<file path="config.mk">
export PLATFORM = sky130hd
export DESIGN_NAME = regbank_writeback_queue
export DESIGN_NICKNAME = d
export VERILOG_FILES = /design/src/rtl/regbank_writeback_queue.sv
export SDC_FILE = /design/constraint.sdc
export NUM_CORES = 1
export LEC_CHECK = 0
export BUFFER_PORTS_ARGS = -buffer_cell sky130_fd_sc_hd__clkbuf_2
export CAP_MARGIN = 20
export CORE_ASPECT_RATIO = 1.2
export CORE_UTILIZATION = 40
export CTS_CLUSTER_SIZE = 16
export DETAILED_ROUTE_END_ITERATION = 10
export PLACE_DENSITY = 0.65
export SKIP_LAST_GASP = 1
export SYNTH_ARGS = -nofsm -noshare
export SYNTH_HDL_FRONTEND = slang
export SYNTH_SLANG_ARGS = --single-unit
export TNS_END_PERCENT = 30
</file>
<file path="constraint.sdc">
create_clock -name Clock -period 7.3 [get_ports Clock]
set_input_delay 0.73 -clock Clock [delete_from_list [all_inputs] [get_ports Clock]]
set_output_delay 0.73 -clock Clock [all_outputs]
set_load 0.1 [all_outputs]
</file>
<file path="src/rtl/regbank_writeback_queue.sv">
// regbank_writeback_queue: FIFO of register write-backs drained one per unheld cycle onto the bank write port.
// Defining WBQ_BYPASS_EN adds forwarding of the youngest pending value to the two bank read ports.
module regbank_writeback_queue #(
  parameter int DEPTH = 4,
  parameter int AW = 2
) (
  input  logic          Clock,
  input  logic          Reset,
  input  logic          InValid,
  output logic          InReady,
  input  logic [4:0]    InRg,
  input  logic [31:0]   InData,
  input  logic          Hold,
  output logic [4:0]    WriteRg,
  output logic [31:0]   WriteData,
  output logic          RegWrite,
  output logic [AW:0]   Occupancy,
  input  logic [4:0]    LookRg1,
  input  logic [4:0]    LookRg2,
  output logic          Fwd1Hit,
  output logic [31:0]   Fwd1Data,
  output logic          Fwd2Hit,
  output logic [31:0]   Fwd2Data
);
  logic [4:0]    rgQ   [DEPTH];
  logic [31:0]   dataQ [DEPTH];
  logic [AW-1:0] rdPtr, wrPtr;
  logic [AW:0]   count;
  logic          push, pop;
  assign Occupancy = count;
  assign InReady   = count != (AW+1)'(DEPTH);
  assign pop       = (count != '0) && !Hold;
  // Writes to r0 are acknowledged but dropped, so they never occupy a slot.
  assign push      = InValid && InReady && (InRg != 5'd0);
  assign RegWrite  = pop;
  assign WriteRg   = pop ? rgQ[rdPtr] : 5'd0;
  assign WriteData = pop ? dataQ[rdPtr] : 32'd0;
  always_ff @(posedge Clock) begin
    if (Reset) begin
      rdPtr <= '0;
      wrPtr <= '0;
      count <= '0;
    end else begin
      if (push) begin
        rgQ[wrPtr]   <= InRg;
        dataQ[wrPtr] <= InData;
        wrPtr        <= wrPtr + AW'(1);
      end
      if (pop) rdPtr <= rdPtr + AW'(1);
      count <= count + (AW+1)'(push) - (AW+1)'(pop);
    end
  end
`ifdef WBQ_BYPASS_EN
  // Scan oldest to youngest so the last match (youngest) wins.
  function automatic logic [32:0] lookup(input logic [4:0] rg);
    logic [32:0]   r;
    logic [AW-1:0] idx;
    r = '0;
    for (int i = 0; i < DEPTH; i++) begin
      idx = rdPtr + AW'(i);
      if (rg != 5'd0 && (AW+1)'(i) < count && rgQ[idx] == rg) r = {1'b1, dataQ[idx]};
    end
    return r;
  endfunction
  always_comb begin
    {Fwd1Hit, Fwd1Data} = lookup(LookRg1);
    {Fwd2Hit, Fwd2Data} = lookup(LookRg2);
  end
`else
  logic unusedLook;
  assign unusedLook = ^{LookRg1, LookRg2};
  assign Fwd1Hit  = 1'b0;
  assign Fwd1Data = 32'd0;
  assign Fwd2Hit  = 1'b0;
  assign Fwd2Data = 32'd0;
`endif
endmodule

</file>
Word-level counts from Yosys, hierarchy flattened --
Memory sizes are Yosys's and may differ from the RTL's. A register that Yosys moved wholly into a read port is not among the register bits. Cells that the tools add are included.
Cells by class: reduce and logical (&&, ||, !) cells 6, add/subtract/negate cells 4, equality and inequality tests 1, mux-type cells 9
Operators with widths (count):
- two-way mux 32 bit | 1
- two-way mux 2 bit | 4
- two-way mux 5 bit | 1
- nonzero test 5 bit | 1
- adder 2 x 1 -> 2 bit, second input constant | 2
- adder 3 x 1 -> 3 bit | 1
- logical AND 1 bit | 3
- two-way mux 1 bit | 3
- != test 3 bit, second input constant | 1
- nonzero test 3 bit | 1
- subtractor 3 x 1 -> 3 bit | 1
- zero test 1 bit | 1
Word-level totals: word-level logic and storage cells 25, input port bits 51, memory bits (writable) 148, bits in registers 7, output and inout port bits 108, memories 2
Memory list:
- dataQ | words 4, bits a word 32, rd ports 1, clocked after memory_dff 1, wr ports 1, line 26 | logic [31:0] dataQ [DEPTH];
- rgQ | words 4, bits a word 5, rd ports 1, clocked after memory_dff 1, wr ports 1, line 25 | logic [4:0] rgQ [DEPTH];

Longest topological paths before layout --
depth after elaboration 6, gate-level depth with buffers 11, gate-level depth less buffers 11

Worst setup path after synthesis --
Ideal clock, no wire load.
kind register to register, start point register count[1] (netlist: Occupancy[1]), end point memory dataQ[0][0] (enable), arrival 4.839 ns, required time 6.815 ns, path slack 1.976 ns, path buffers 0, stages on the path, launching flop included 5, setup time 0.485 ns, clock period less this slack 5.324 ns, cells stage by stage dfxtp_1 > or3b_2 > o211a_1 > inv_1 > nor3b_1
On the way: longest elaborated chain between the ends 6
Ends and longest elaborated chain:
- start: declaration | line 28 | logic [AW:0] count;
- start signal: assignment | line 50 | count <= count + (AW+1)'(push) - (AW+1)'(pop);
- != test 3 bit | line 31 | assign InReady = count != (AW+1)'(DEPTH);
- named net InReady | line 10 | output logic InReady,
- logical AND 1 bit (2 in a row) | line 34 | assign push = InValid && InReady && (InRg != 5'd0);
- two-way mux 1 bit | line 44 | if (push) begin
- two-way mux 1 bit | line 39 | if (Reset) begin
- two-way mux 1 bit (not written as such) | line 46 | dataQ[wrPtr] <= InData;
- end: declaration | line 26
The timed path passes the listed nets, and every way through them passes these cells.

==> summary.txt <==
Power
  • Net Switching: 1.17 mW
  • Clk pwr share: 28.8%
  • Combinational fraction of design power: 33.1%
  • Peak VDD IR: 305 µV
  • Power Dens Cells: 390 nW/µm²
  • Cell-internal power: 1.80 mW
  • P_leak: 2.76 nW
  • Sw frac: 39.3%
  • Sequential power share: 38.1%

Timing
  • Fin. max-slew vios: 0
  • RSZ-0062 raised after global routing: false
  • Final setup vio count: 0
  • Final worst-path cycle share: 44.3%
  • Fmax achieved: 0.309 GHz
  • Fin. Hold Viols: 0
  • Fin worst setup slack: 4.06 ns
  • Final min period: 3.24 ns
  • Worst slew pin tran: 1.09 ns
  • Slew headroom: 27.2%
  • Setup TNS: 0 ns
  • Clock Skew: 0.00623 ns

Worst setup path
  • R2r worst-path depth: 10
  • FF-to-FF End: Occupancy[2]
  • Critical path endpoint: WriteData[26]
  • Worst setup EP type: output pin
  • Crit Path Class: reg2out
  • Crit path max fanout: 37
  • Arrival @ worst endpoint: 2.51 ns
  • Flop2flop setup slack: 4.44 ns
  • Required @ worst endpoint: 6.57 ns
  • Crit Reg-Reg Startpoint: Occupancy[1]
  • Crit start category: flop

Cells and area
  • Nets: 507
  • Area growth from synthesis to layout: 16.0%
  • Share of cells above drive strength 1: 35.7%
  • Final core occ: 48.1%
  • Final instance area: 7610 µm²

Global routing
  • GR Util met2: 25.6%
  • Grt total ovfl: 0
  • Initial antenna violation count: 1
  • Gr busiest metal: met2
  • Routing usage on met3: 5.09%
  • Total GRT Usage: 14.8%
  • First-pass GRT wire length: 17.8 mm
  • Met1 Track Usage GR: 16.7%
  • Vias in the first global route: 3,263
  • Largest net degree at the start of global routing: 40

Floorplan
  • Core Footprint: 15,800 µm²
  • Die height: 142 µm
  • Die area: 16,900 µm²
  • Top-level I/O count: 159
  • Row Count: 50
  • Initial Util: 41.4%
  • Die X: 119 µm

CTS
  • TritonCTS Buffers: 17
  • Post_cts resized: 0
  • CTS tree: done
  • TritonCTS sink count: 157
  • Root Driver: clkbuf_16
  • Insertion delay to the later sink of the worst-skew pair: 0.42 ns
  • CTS H-Tree Depth: 4
  • Clock transition at path regs: 0.06 ns
  • Clock Path Buffers: 2
  • Hold buffers post-CTS: 0
  • Postcts setup bufs: 0

Logic synthesis
  • Avg Cell Area, Syn: 18.6 µm²
  • Post-synth EDFFs: 148
  • Async S/R FF share, synth: 0%
  • Top post-synthesis cells by count: edfxtp_1, buf_4, and2_1, mux4_2, dfxtp_1
  • Mapped Area: 6560 µm²
  • Count leader, synth: edfxtp_1
  • Post-synth top flop: edfxtp_1
  • Syn Inst Count: 352
  • Synth area leader: edfxtp_1
  • Synth Warn #: 0
  • Synth Register Bits: 157
  • Top cell type's share of synthesized area: 67.8%
  • Sequential share of the synthesized area: 70.5%
  • Synth area leaders: edfxtp_1, mux4_2, buf_4, and2_1, dfxtp_1
  • Synth cell types: 26

Place
  • Final HPWL DP: 7.08 mm
  • Placed Area: 7030 µm²
  • PortBufs: 82
  • RePlAce Congestion: 0.703
  • Pre-CTS setup slack: 3.99 ns

Drt
  • Final WL: 11.5 mm
  • DRC errors left: 0
  • Drt pass-1 iters: 4
  • Post-route antenna net violation count: 0
  • Iter 0 DRT Violations: 167
  • Vias: 3,158
  • WL/cell: 17.1 µm
  • Vias per cell: 4.71

Worst hold path
  • Hold Path Class: reg2reg
  • Hold path start: rdPtr[1]

Run
  • Max-cap violations: 0

Outcome
  • Status: complete, no violations
## sequential cells by signal, summed over array words and instances, names as in the netlist, named ones only
signal	count
Occupancy	3
dataQ	128
rdPtr	2
rgQ	20
wrPtr	2
## cells in the final DEF, fill, tap and decap left out, types with 4 or more instances in the layout
master	instances
ha_1	6
buf_4	8
edfxtp_1	148
clkbuf_2	82
dfxtp_1	7
clkbuf_16	17
mux4_2	37
inv_1	6
nor3b_2	4
nor2_1	4
and2_1	38
clkinv_1	4
conb_1	66
## critical path, stage by stage (launching register included)
cell and delay [ns]:
dfxtp_2 1.05, mux4_2 0.38, and2_1 0.17, clkbuf_2 0.47
## worst min-delay path by stage
stage	endpoint	slack, ns	cells past startpoint
after CTS	flop	0.49	2
final	flop	0.49	2
after detailed placement	flop	0.48	2
after floorplan	flop	0.45	2
after global placement	flop	0.46	2
after global routing	dataQ[0][8]	0.51	1
## kinds of logic after synthesis
| group | synth area share (%) |
|---|---|
| compound gates | 0.572 |
| xor+xnor | 0.134 |
| fa+ha+maj | 1.45 |
| buf+inv | 8.93 |
| flops | 70.5 |
| mux | 13.1 |
| other cells | 0.0572 |
| simple gates | 5.27 |
## power groups by stage
| stage | registers, mW | logic [mW] | clock network (mW) |
|---|---|---|---|
| 2_1_floorplan | 1.13 | 0.882 | 0 |
| 3_3_place_gp | 1.15 | 0.977 | 0 |
| 3_5_place_dp | 1.16 | 0.988 | 0 |
| 4_1_cts | 1.14 | 0.992 | 0.876 |
| 5_1_grt | 1.15 | 1.02 | 0.913 |
| 6_report | 1.13 | 0.982 | 0.857 |
## final cells by class
cell class,count,area [µm²]
multi-input cells,175,1620
clock inverters,14,151
inverters,6,22.5
flip-flops and latches,157,4630
well taps,208,260
repair buffers,92,493
fillers,1354,8220
diodes,1,2.50
clock buffers,18,429
## metrics by stage
| stage | hold slack, ns | power [mW] | cells |
|---|---|---|---|
| CTS | 0.493 | 3.01 | 670 |
| detailed placement | 0.484 | 2.14 | 638 |
| global route | 0.510 | 3.08 | 670 |
| global placement | 0.456 | 2.13 | 636 |
| floorplan | 0.453 | 2.01 | 417 |
| finish | 0.487 | 2.97 | 671 |
## routing by layer
metal	vias up	share of wire, %
li1	1408	-
met1	1592	39
met2	139	53
met3	17	6.2
met4	2	1.5
met5	-	0.087
No activity file was read; power rests on OpenSTA's default activity.
